## src/rtl/ultrasonic_sensor_uart_command_rx_pkg.sv

```systemverilog
// Shared UART line settings and host command codes for the HC-SR04 serial control path.
package ultrasonic_sensor_uart_command_rx_pkg;

  localparam int UART_BAUD_RATE  = 9600;
  localparam int UART_OVERSAMPLE = 16;

  localparam logic [7:0] CMD_START_p = 8'h53;  // 'S'
  localparam logic [7:0] CMD_STOP_p  = 8'h50;  // 'P'
  localparam logic [7:0] CMD_INCH_p  = 8'h49;  // 'I'
  localparam logic [7:0] CMD_CM_p    = 8'h43;  // 'C'

  // Clocks per oversample tick, rounded to nearest.
  function automatic int calc_div(input int clk_hz, input int baud, input int os);
    return (clk_hz + (baud * os) / 2) / (baud * os);
  endfunction

endpackage

```

## src/rtl/ultrasonic_sensor_uart_tick_gen.sv

```systemverilog
// Oversample tick generator: free-running 0..DIV-1 divider, held at 0 while clr is high.
module ultrasonic_sensor_uart_tick_gen #(
  parameter int DIV = 326
) (
  input  logic clk,
  input  logic rst_n,
  input  logic clr,
  output logic tick
);

  localparam int W = (DIV > 1) ? $clog2(DIV) : 1;
  localparam logic [W-1:0] LAST = W'(DIV - 1);

  logic [W-1:0] cnt;

  always_ff @(posedge clk or negedge rst_n) begin
    if (!rst_n) begin
      cnt <= '0;
    end else if (clr || cnt == LAST) begin
      cnt <= '0;
    end else begin
      cnt <= cnt + 1'b1;
    end
  end

  assign tick = !clr && (cnt == LAST);

endmodule

```

## src/rtl/ultrasonic_sensor_uart_command_rx.sv

```systemverilog
// UART 8N1 receiver (16x oversampled) with a decoder that turns host command
// characters into the measurement-enable and unit-select registers.
module ultrasonic_sensor_uart_command_rx
  import ultrasonic_sensor_uart_command_rx_pkg::*;
#(
  parameter int CLK_FREQ_HZ = 50_000_000,
  parameter int BAUD_RATE   = UART_BAUD_RATE,
  parameter int OVERSAMPLE  = UART_OVERSAMPLE
) (
  input  logic       Clk_i,
  input  logic       Reset_i,
  input  logic       Rx_i,
  output logic [7:0] Data_o,
  output logic       Data_valid_o,
  output logic       Frame_error_o,
  output logic       Busy_o,
  output logic       Switch_o,
  output logic       Cm_or_inches_o
);

  localparam int DIV = calc_div(CLK_FREQ_HZ, BAUD_RATE, OVERSAMPLE);

  localparam logic [2:0] ST_IDLE      = 3'd0;
  localparam logic [2:0] ST_START     = 3'd1;
  localparam logic [2:0] ST_DATA      = 3'd2;
  localparam logic [2:0] ST_STOP      = 3'd3;
  localparam logic [2:0] ST_WAIT_IDLE = 3'd4;

  logic       rx_m, rx_s;
  logic [2:0] state;
  logic [3:0] tick_cnt;
  logic [2:0] bit_cnt;
  logic [7:0] shift;
  logic       tick;

  always_ff @(posedge Clk_i or negedge Reset_i) begin
    if (!Reset_i) begin
      rx_m <= 1'b1;
      rx_s <= 1'b1;
    end else begin
      rx_m <= Rx_i;
      rx_s <= rx_m;
    end
  end

  ultrasonic_sensor_uart_tick_gen #(.DIV(DIV)) u_tick_gen (
    .clk   (Clk_i),
    .rst_n (Reset_i),
    .clr   (state == ST_IDLE),
    .tick  (tick)
  );

  always_ff @(posedge Clk_i or negedge Reset_i) begin
    if (!Reset_i) begin
      state          <= ST_IDLE;
      tick_cnt       <= 4'd0;
      bit_cnt        <= 3'd0;
      shift          <= 8'h00;
      Data_o         <= 8'h00;
      Data_valid_o   <= 1'b0;
      Frame_error_o  <= 1'b0;
      Switch_o       <= 1'b0;
      Cm_or_inches_o <= 1'b0;
    end else begin
      Data_valid_o  <= 1'b0;
      Frame_error_o <= 1'b0;
      case (state)
        ST_IDLE: begin
          tick_cnt <= 4'd0;
          if (!rx_s) state <= ST_START;
        end
        ST_START: begin
          if (tick) begin
            tick_cnt <= tick_cnt + 4'd1;
            // Mid start bit: a line that is high again was only a glitch.
            if (tick_cnt == 4'd7) begin
              tick_cnt <= 4'd0;
              bit_cnt  <= 3'd0;
              state    <= rx_s ? ST_IDLE : ST_DATA;
            end
          end
        end
        ST_DATA: begin
          if (tick) begin
            tick_cnt <= tick_cnt + 4'd1;
            if (tick_cnt == 4'd15) begin
              shift   <= {rx_s, shift[7:1]};
              bit_cnt <= bit_cnt + 3'd1;
              if (bit_cnt == 3'd7) state <= ST_STOP;
            end
          end
        end
        ST_STOP: begin
          if (tick) begin
            tick_cnt <= tick_cnt + 4'd1;
            // Leave at mid stop bit so a back-to-back start edge is not missed.
            if (tick_cnt == 4'd15) begin
              if (rx_s) begin
                state        <= ST_IDLE;
                Data_o       <= shift;
                Data_valid_o <= 1'b1;
                case (shift)
                  CMD_START_p: Switch_o       <= 1'b1;
                  CMD_STOP_p:  Switch_o       <= 1'b0;
                  CMD_INCH_p:  Cm_or_inches_o <= 1'b1;
                  CMD_CM_p:    Cm_or_inches_o <= 1'b0;
                  default:     ;
                endcase
              end else begin
                state         <= ST_WAIT_IDLE;
                Frame_error_o <= 1'b1;
              end
            end
          end
        end
        ST_WAIT_IDLE: begin
          if (rx_s) state <= ST_IDLE;
        end
        default: state <= ST_IDLE;
      endcase
    end
  end

  assign Busy_o = (state != ST_IDLE);

endmodule

```

## config.mk

```make
export PLATFORM = sky130hd
export DESIGN_NAME = ultrasonic_sensor_uart_command_rx
export DESIGN_NICKNAME = d
export VERILOG_FILES = /design/src/rtl/ultrasonic_sensor_uart_command_rx_pkg.sv /design/src/rtl/ultrasonic_sensor_uart_tick_gen.sv /design/src/rtl/ultrasonic_sensor_uart_command_rx.sv
export SDC_FILE = /design/constraint.sdc
export NUM_CORES = 1
export LEC_CHECK = 0
export CORE_ASPECT_RATIO = 1.1
export CORE_MARGIN = 2
export CORE_UTILIZATION = 30
export CTS_CLUSTER_DIAMETER = 200
export CTS_CLUSTER_SIZE = 12
export DETAILED_ROUTE_END_ITERATION = 8
export PLACE_DENSITY = 0.48
export SLEW_MARGIN = 40
export SYNTH_ARGS = -nofsm -noshare
export SYNTH_HDL_FRONTEND = slang
export SYNTH_SLANG_ARGS = --single-unit
```

## constraint.sdc

```tcl
create_clock -name Clk_i -period 2.86 [get_ports Clk_i]
set_clock_uncertainty 0.2 [all_clocks]
set_input_delay 0.858 -clock Clk_i [delete_from_list [all_inputs] [get_ports Clk_i]]
set_output_delay 0.858 -clock Clk_i [all_outputs]
set_load 0.005 [all_outputs]
```

==> results of run 1 <==
layout make-up:
type | instances | area (um2)
clock buffer | 6 | 72.6
clock inverter | 2 | 35.0
fill | 619 | 3930
inverter | 5 | 18.8
multi-input combinational | 114 | 881
sequential | 41 | 1030
tap | 80 | 100
timing repair buffer | 16 | 165
state kept, by name, indices dropped and copies added (netlist names):
signal,count
rx_s,1
u_tick_gen.cnt,9
bit_cnt,3
Frame_error_o,1
Switch_o,1
rx_m,1
shift,8
state,3
Data_valid_o,1
Data_o,8
Cm_or_inches_o,1
tick_cnt,4
worst max-delay path by stage:
stage | startpoint | endpoint | slack, ns
6_report | state[2] | Busy_o | 0.14
5_1_grt | state[2] | Busy_o | 0.06
4_1_cts | state[2] | Busy_o | 0.15
3_5_place_dp | state[2] | Busy_o | 0.47
3_3_place_gp | state[2] | Busy_o | 0.48
2_1_floorplan | u_tick_gen.cnt[1] | shift[0] | 0.69
layout by cell type (no fill, tap or decap), types with 4 or more instances in the layout:
master,count
mux2_4,8
inv_1,4
nor2_1,15
clkdlybuf4s50_1,14
dfrtp_1,39
nor3_1,4
mux2_1,10
nand2_1,11
xor2_1,5
a21oi_1,5
ha_1,5
clkbuf_8,5
layer usage:
| layer | part of all wire | wire (um) | vias up | GRT usage |
|---|---|---|---|---|
| li1 | - | - | 627 | - |
| met1 | 0.46 | 1810 | 669 | 0.156 |
| met2 | 0.48 | 1880 | 29 | 0.195 |
| met3 | 0.036 | 140 | 6 | 0.0214 |
| met4 | 0.018 | 71 | 0 | 0.0616 |
| met5 | 0 | 0 | - | 0 |
per-stage QoR:
step | hold WS [ns] | area [um2]
2_1_floorplan | 0.145 | 1960
3_3_place_gp | 0.147 | 2190
3_5_place_dp | 0.147 | 2190
4_1_cts | 0.164 | 2300
5_1_grt | 0.177 | 2300
6_report | 0.168 | 2300
power by group:
| part | leakage [nW] | total (mW) | internal, mW | switching, mW |
|---|---|---|---|---|
| sequential | 0.551 | 0.584 | 0.582 | 0.00211 |
| combinational | 0.450 | 0.0177 | 0.00528 | 0.0124 |
| clock | 0.0552 | 0.463 | 0.259 | 0.204 |
synthesized netlist by cell type (3+ instances only):
master	instances	area (um2)
o21ai_0	3	15.0
nor3_1	4	20.0
a22o_1	3	26.3
dfrtp_1	39	976
mux2_4	8	120
xor2_1	5	43.8
ha_1	5	62.6
inv_1	4	15.0
nand3_1	3	15.0
nand2b_1	3	18.8
mux2_1	10	113
a21oi_1	5	25.0
nand2_1	11	41.3
xnor2_1	3	26.3
nor2_1	15	56.3
worst max-delay path: stages (launching register included):
cell and delay [ns]:
dfrtp_1 0.48, or3_1 0.43, clkdlybuf4s50_1 0.45
kinds of logic after synthesis:
logic type / count (synthesis)
flops: 41
mux: 20
buf+inv: 10
xor+xnor: 8
fa+ha+maj: 5
simple gates: 59
compound gates: 22
==> run_results.csv, run 1 <==
group,metric,value,unit
worst_setup_path,worstPathArrival,1.66,ns
worst_setup_path,end_kind,"output port",
clock_tree,cts_max_path_buffers,2,
synthesis,muxShareOfSynthArea,0.129,
floorplan,die_area,7190,um2
floorplan,row_count,30,
placement,gp_congestion,0.783,
synthesis,synth_compound_area_frac,0.0780,
floorplan,die_h,88.7,um
clock_tree,htreeDepth,2,
clock_tree,cts_buffers,5,
floorplan,core,6230,um2
timing,min_period,2.72,ns
synthesis,yosys.area_share.simple,0.175,
outcome,status,"finished clean",
final_layout,synthToLayoutAreaGrowth,17.6,%
final_layout,drive_gt1_frac,0.120,
timing,slew_violations,0,
min_path,holdCritPathClass,"register to register",
synthesis,ys_async_sr_fraction,1.00,
clock_tree,cts_resized,0,
final_layout,final_net_count,191,
synthesis,synthFlopType,"dfrtp_1",
routing,drc,0,
placement,port_buffers,15,
timing,worst_slack,0.144,ns
synthesis,yosys.area_share.adder,0.0320,
synthesis,synth_fp_nets,173,
clock_tree,clk_pin_slew_worst_paths,0.08,ns
timing,setup_viol,0,
placement,dp.cells,256,
synthesis,syn-mean-instance-area,11.9,um2
routing,wirelength,3910,um
synthesis,syn_area,1960,um2
worst_setup_path,worstRegToRegCells,6,
final_layout,layoutNonFillerInstCount,264,
min_path,hold_depth,0,
global_routing,grt_usage,0.121,
synthesis,synth-edff-count,0,
worst_setup_path,crit_type,"register to output port",
clock_tree,clockRootBuffer,"clkbuf_8",
clock_tree,clock_sinks,41,
placement,dpl.hpwl,2790,um
power_and_ir_drop,p_leak,1.06,nW
global_routing,grt_overflow,0,
timing,fin_crit_sh,0.950,
worst_setup_path,rr_endpoint,"shift[6]",
synthesis,yosysSeqAreaShare,0.526,
synthesis,yosysUniqueCellTypes,45,
routing,drtAntennaViolNets,0,
routing,firstDrtPassIters,4,
worst_setup_path,cp_max_fo,11,
min_path,hp-start,"rx_m",
global_routing,grt_pass1_wl,6510,um
timing,rsz0062_at_grt,"false",
power_and_ir_drop,vdd_ir_drop_max,0.202,mV
timing,fmax,0.368,GHz
timing,hold_viol_final,0,
global_routing,antenna_found_initial,0,
routing,drtIter0Drc,60,
flow_run,maxCapViolCount,0,
clock_tree,cts_tree,"yes",
floorplan,fp.dieW,81.0,um
worst_setup_path,r2r_setup_slack,0.51,ns
timing,slew_headroom,0.639,
floorplan,initial_core_util,0.314,
synthesis,synth_warnings,0,
power_and_ir_drop,total_power,1.06,mW
worst_setup_path,worst_r2r_startpoint,"u_tick_gen.cnt[1]",
synthesis,synthXorXnorAreaFrac,0.0358,
global_routing,grt_pass1_vias,1338,
synthesis,synth_top_family_by_area,"simple AND/OR/NAND/NOR gates",
min_path,min_to,"rx_s",
global_routing,grt_max_degree,22,
floorplan,ios,16,
routing,wire_per_inst,14.8,um
final_layout,utilization,0.369,
routing,vias_per_cell,5.04,
routing,vias,1331,
placement,place_ws,0.469,ns
worst_setup_path,crit_required,1.80,ns
synthesis,synth_seq_cells,41,
timing,tns,0,ns
timing,tightest_slew,0.536,ns
clock_tree,worstSkewPairLatency,0.29,ns
worst_setup_path,start_kind,"register",
clock_tree,cts-hold-fix-buffers,0,
power_and_ir_drop,power_density,463,nW/um2
clock_tree,post_cts_buffers,0,
synthesis,synthCells,165,
final_layout,diodes,0,
No activity file was read; power rests on OpenSTA's default activity.
==> inputs of run 2 (changes only) <==
CORE_MARGIN = 1   (was 2)
clock period = 3.1 ns   (was 2.86 ns; I/O delays follow)
==> run 2 against run 1 <==
Clock power is 28% lower. Final cell count unchanged. Utilization shrank 0.60 points. Count of clock-buffer cells in the layout unchanged. Die area down 4.7%. Worst hold slack worse by 0.012 ns. Critical path type unchanged. Critical endpoint unchanged.
==> run_results.csv, run 2 (same netlist as run 1, synthesis figures left out) <==
group,metric,value,unit
power_and_ir_drop,p_leak,1.04,nW
min_path,hp-start,"rx_m",
global_routing,grt_overflow,0,
final_layout,n_fill_cell,644,
routing,wire_per_inst,13.9,um
worst_setup_path,end_kind,"output port",
worst_setup_path,crit_type,"register to output port",
routing,drc,0,
global_routing,grt_max_degree,22,
clock_tree,cts_max_path_buffers,2,
timing,slew_violations,0,
floorplan,fp.dieW,79.0,um
routing,vias_per_cell,4.92,
final_layout,diodes,0,
power_and_ir_drop,vdd_ir_drop_max,0.147,mV
floorplan,initial_core_util,0.314,
worst_setup_path,startpoint,"state[2]",
final_layout,final_net_count,191,
timing,tns,0,ns
routing,drtIter0Drc,72,
timing,rsz0062_at_grt,"false",
clock_tree,htreeDepth,2,
worst_setup_path,timing.critical_path.slowest_cell_delay,0.48,ns
floorplan,die_h,86.7,um
placement,dpl_cell_area,2180,um2
clock_tree,worstSkewPairLatency,0.29,ns
routing,drtAntennaViolNets,0,
timing,slew_headroom,0.589,
worst_setup_path,worstPathArrival,1.66,ns
placement,port_buffers,15,
worst_setup_path,worst_path_max_delay_cell,"dfrtp_1",
worst_setup_path,cp_max_fo,11,
outcome,status,"finished clean",
min_path,holdCritPathClass,"register to register",
routing,firstDrtPassIters,4,
clock_tree,cts_buffers,5,
timing,tightest_slew,0.612,ns
clock_tree,cts_resized,0,
global_routing,grt_pass1_vias,1380,
global_routing,antenna_found_initial,0,
final_layout,mostFrequentLayoutCells,"39 x dfrtp_1, 15 x nor2_1, 14 x clkdlybuf4s50_1",
final_layout,design_area,2260,um2
clock_tree,post_cts_buffers,0,
placement,gp_congestion,0.795,
timing,fin_crit_sh,0.899,
timing,min_period,2.79,ns
clock_tree,cts-hold-fix-buffers,0,
timing,setup_viol,0,
clock_tree,cts_tree,"yes",
power_and_ir_drop,power_density,392,nW/um2
final_layout,synthToLayoutAreaGrowth,15.7,%
worst_setup_path,worst_r2r_startpoint,"u_tick_gen.cnt[1]",
global_routing,grt_pass1_wl,6470,um
clock_tree,clk_pin_slew_worst_paths,0.08,ns
clock_tree,clock_sinks,41,
final_layout,regMostFlops,"u_tick_gen.cnt",
final_layout,final_common_cell,"dfrtp_1",
global_routing,grt_usage,0.124,
floorplan,ios,16,
timing,hold_viol_final,0,
final_layout,drive_gt1_frac,0.120,
timing,fmax,0.359,GHz
worst_setup_path,start_kind,"register",
worst_setup_path,crit_required,1.97,ns
floorplan,row_count,30,
routing,wirelength,3680,um
final_layout,reg_top3,"u_tick_gen.cnt (9), Data_o (8), shift (8)",
worst_setup_path,crit_chain,"or3_1, clkdlybuf4s50_1",
routing,vias,1300,
flow_run,maxCapViolCount,0,
floorplan,die_area,6850,um2
final_layout,largest_reg_flops,9,
clock_tree,clockRootBuffer,"clkbuf_8",
floorplan,core,6230,um2
placement,dpl.hpwl,2680,um
final_layout,utilization,0.363,
==> run 2: changes by cell type in the layout (fill, tap and decap cells not counted), sizes merged <==
cell	change
bufinv	-1
clkinv	+1
==> run 2: worst paths after layout <==
kind / endpoint / slack (ns) / cells after the start
setup reg to reg: Data_o[4] / 0.74 / 6
hold reg to reg: rx_s / 0.16 / 0
hold / removal: rx_s / 0.16 / 0
setup / recovery: Busy_o / 0.31 / 2
min in group asynchronous: tick_cnt[0] / 0.39 / 1
max in group asynchronous: Switch_o / 1.66 / 2
==> run 2: report_power, final <==
group / internal, mW / switching [mW] / leakage, nW
clock: 0.156 / 0.179 / 0.0450
combinational: 0.00319 / 0.0111 / 0.445
sequential: 0.537 / 0.00182 / 0.551
==> run 2: critical path, delay by kind of cell (launching register included) <==
kind	cells	cell delay, ns
simple gates	1	0.43
flops	1	0.48
buf+inv	1	0.46
==> run 2: final cells by class <==
| type | count | area (um2) | share of cell area |
|---|---|---|---|
| Inverter | 5 | 18.8 | 0.00829 |
| Tap cell | 80 | 100 | 0.0442 |
| Timing Repair Buffer | 16 | 153 | 0.0674 |
| Clock inverter | 2 | 10.0 | 0.00442 |
| Clock buffer | 6 | 72.6 | 0.0321 |
| Multi-Input combinational cell | 114 | 881 | 0.389 |
| Sequential cell | 41 | 1030 | 0.454 |
==> run 2: per-stage QoR <==
step	setup WS [ns]	total power [mW]	hold WS, ns	std cells
global placement	0.658	0.564	0.145	256
global route	0.221	0.933	0.164	264
CTS	0.309	0.909	0.159	264
detailed placement	0.641	0.565	0.147	256
floorplan	0.929	0.550	0.145	165
finish	0.313	0.888	0.157	264
==> run 2: per-layer routing <==
layer	GRT usage	wire (um)	vias up
met2	0.192	1730	33
met1	0.154	1670	621
met5	0	0	-
li1	-	-	632
met4	0.0744	151	0
met3	0.0316	122	14
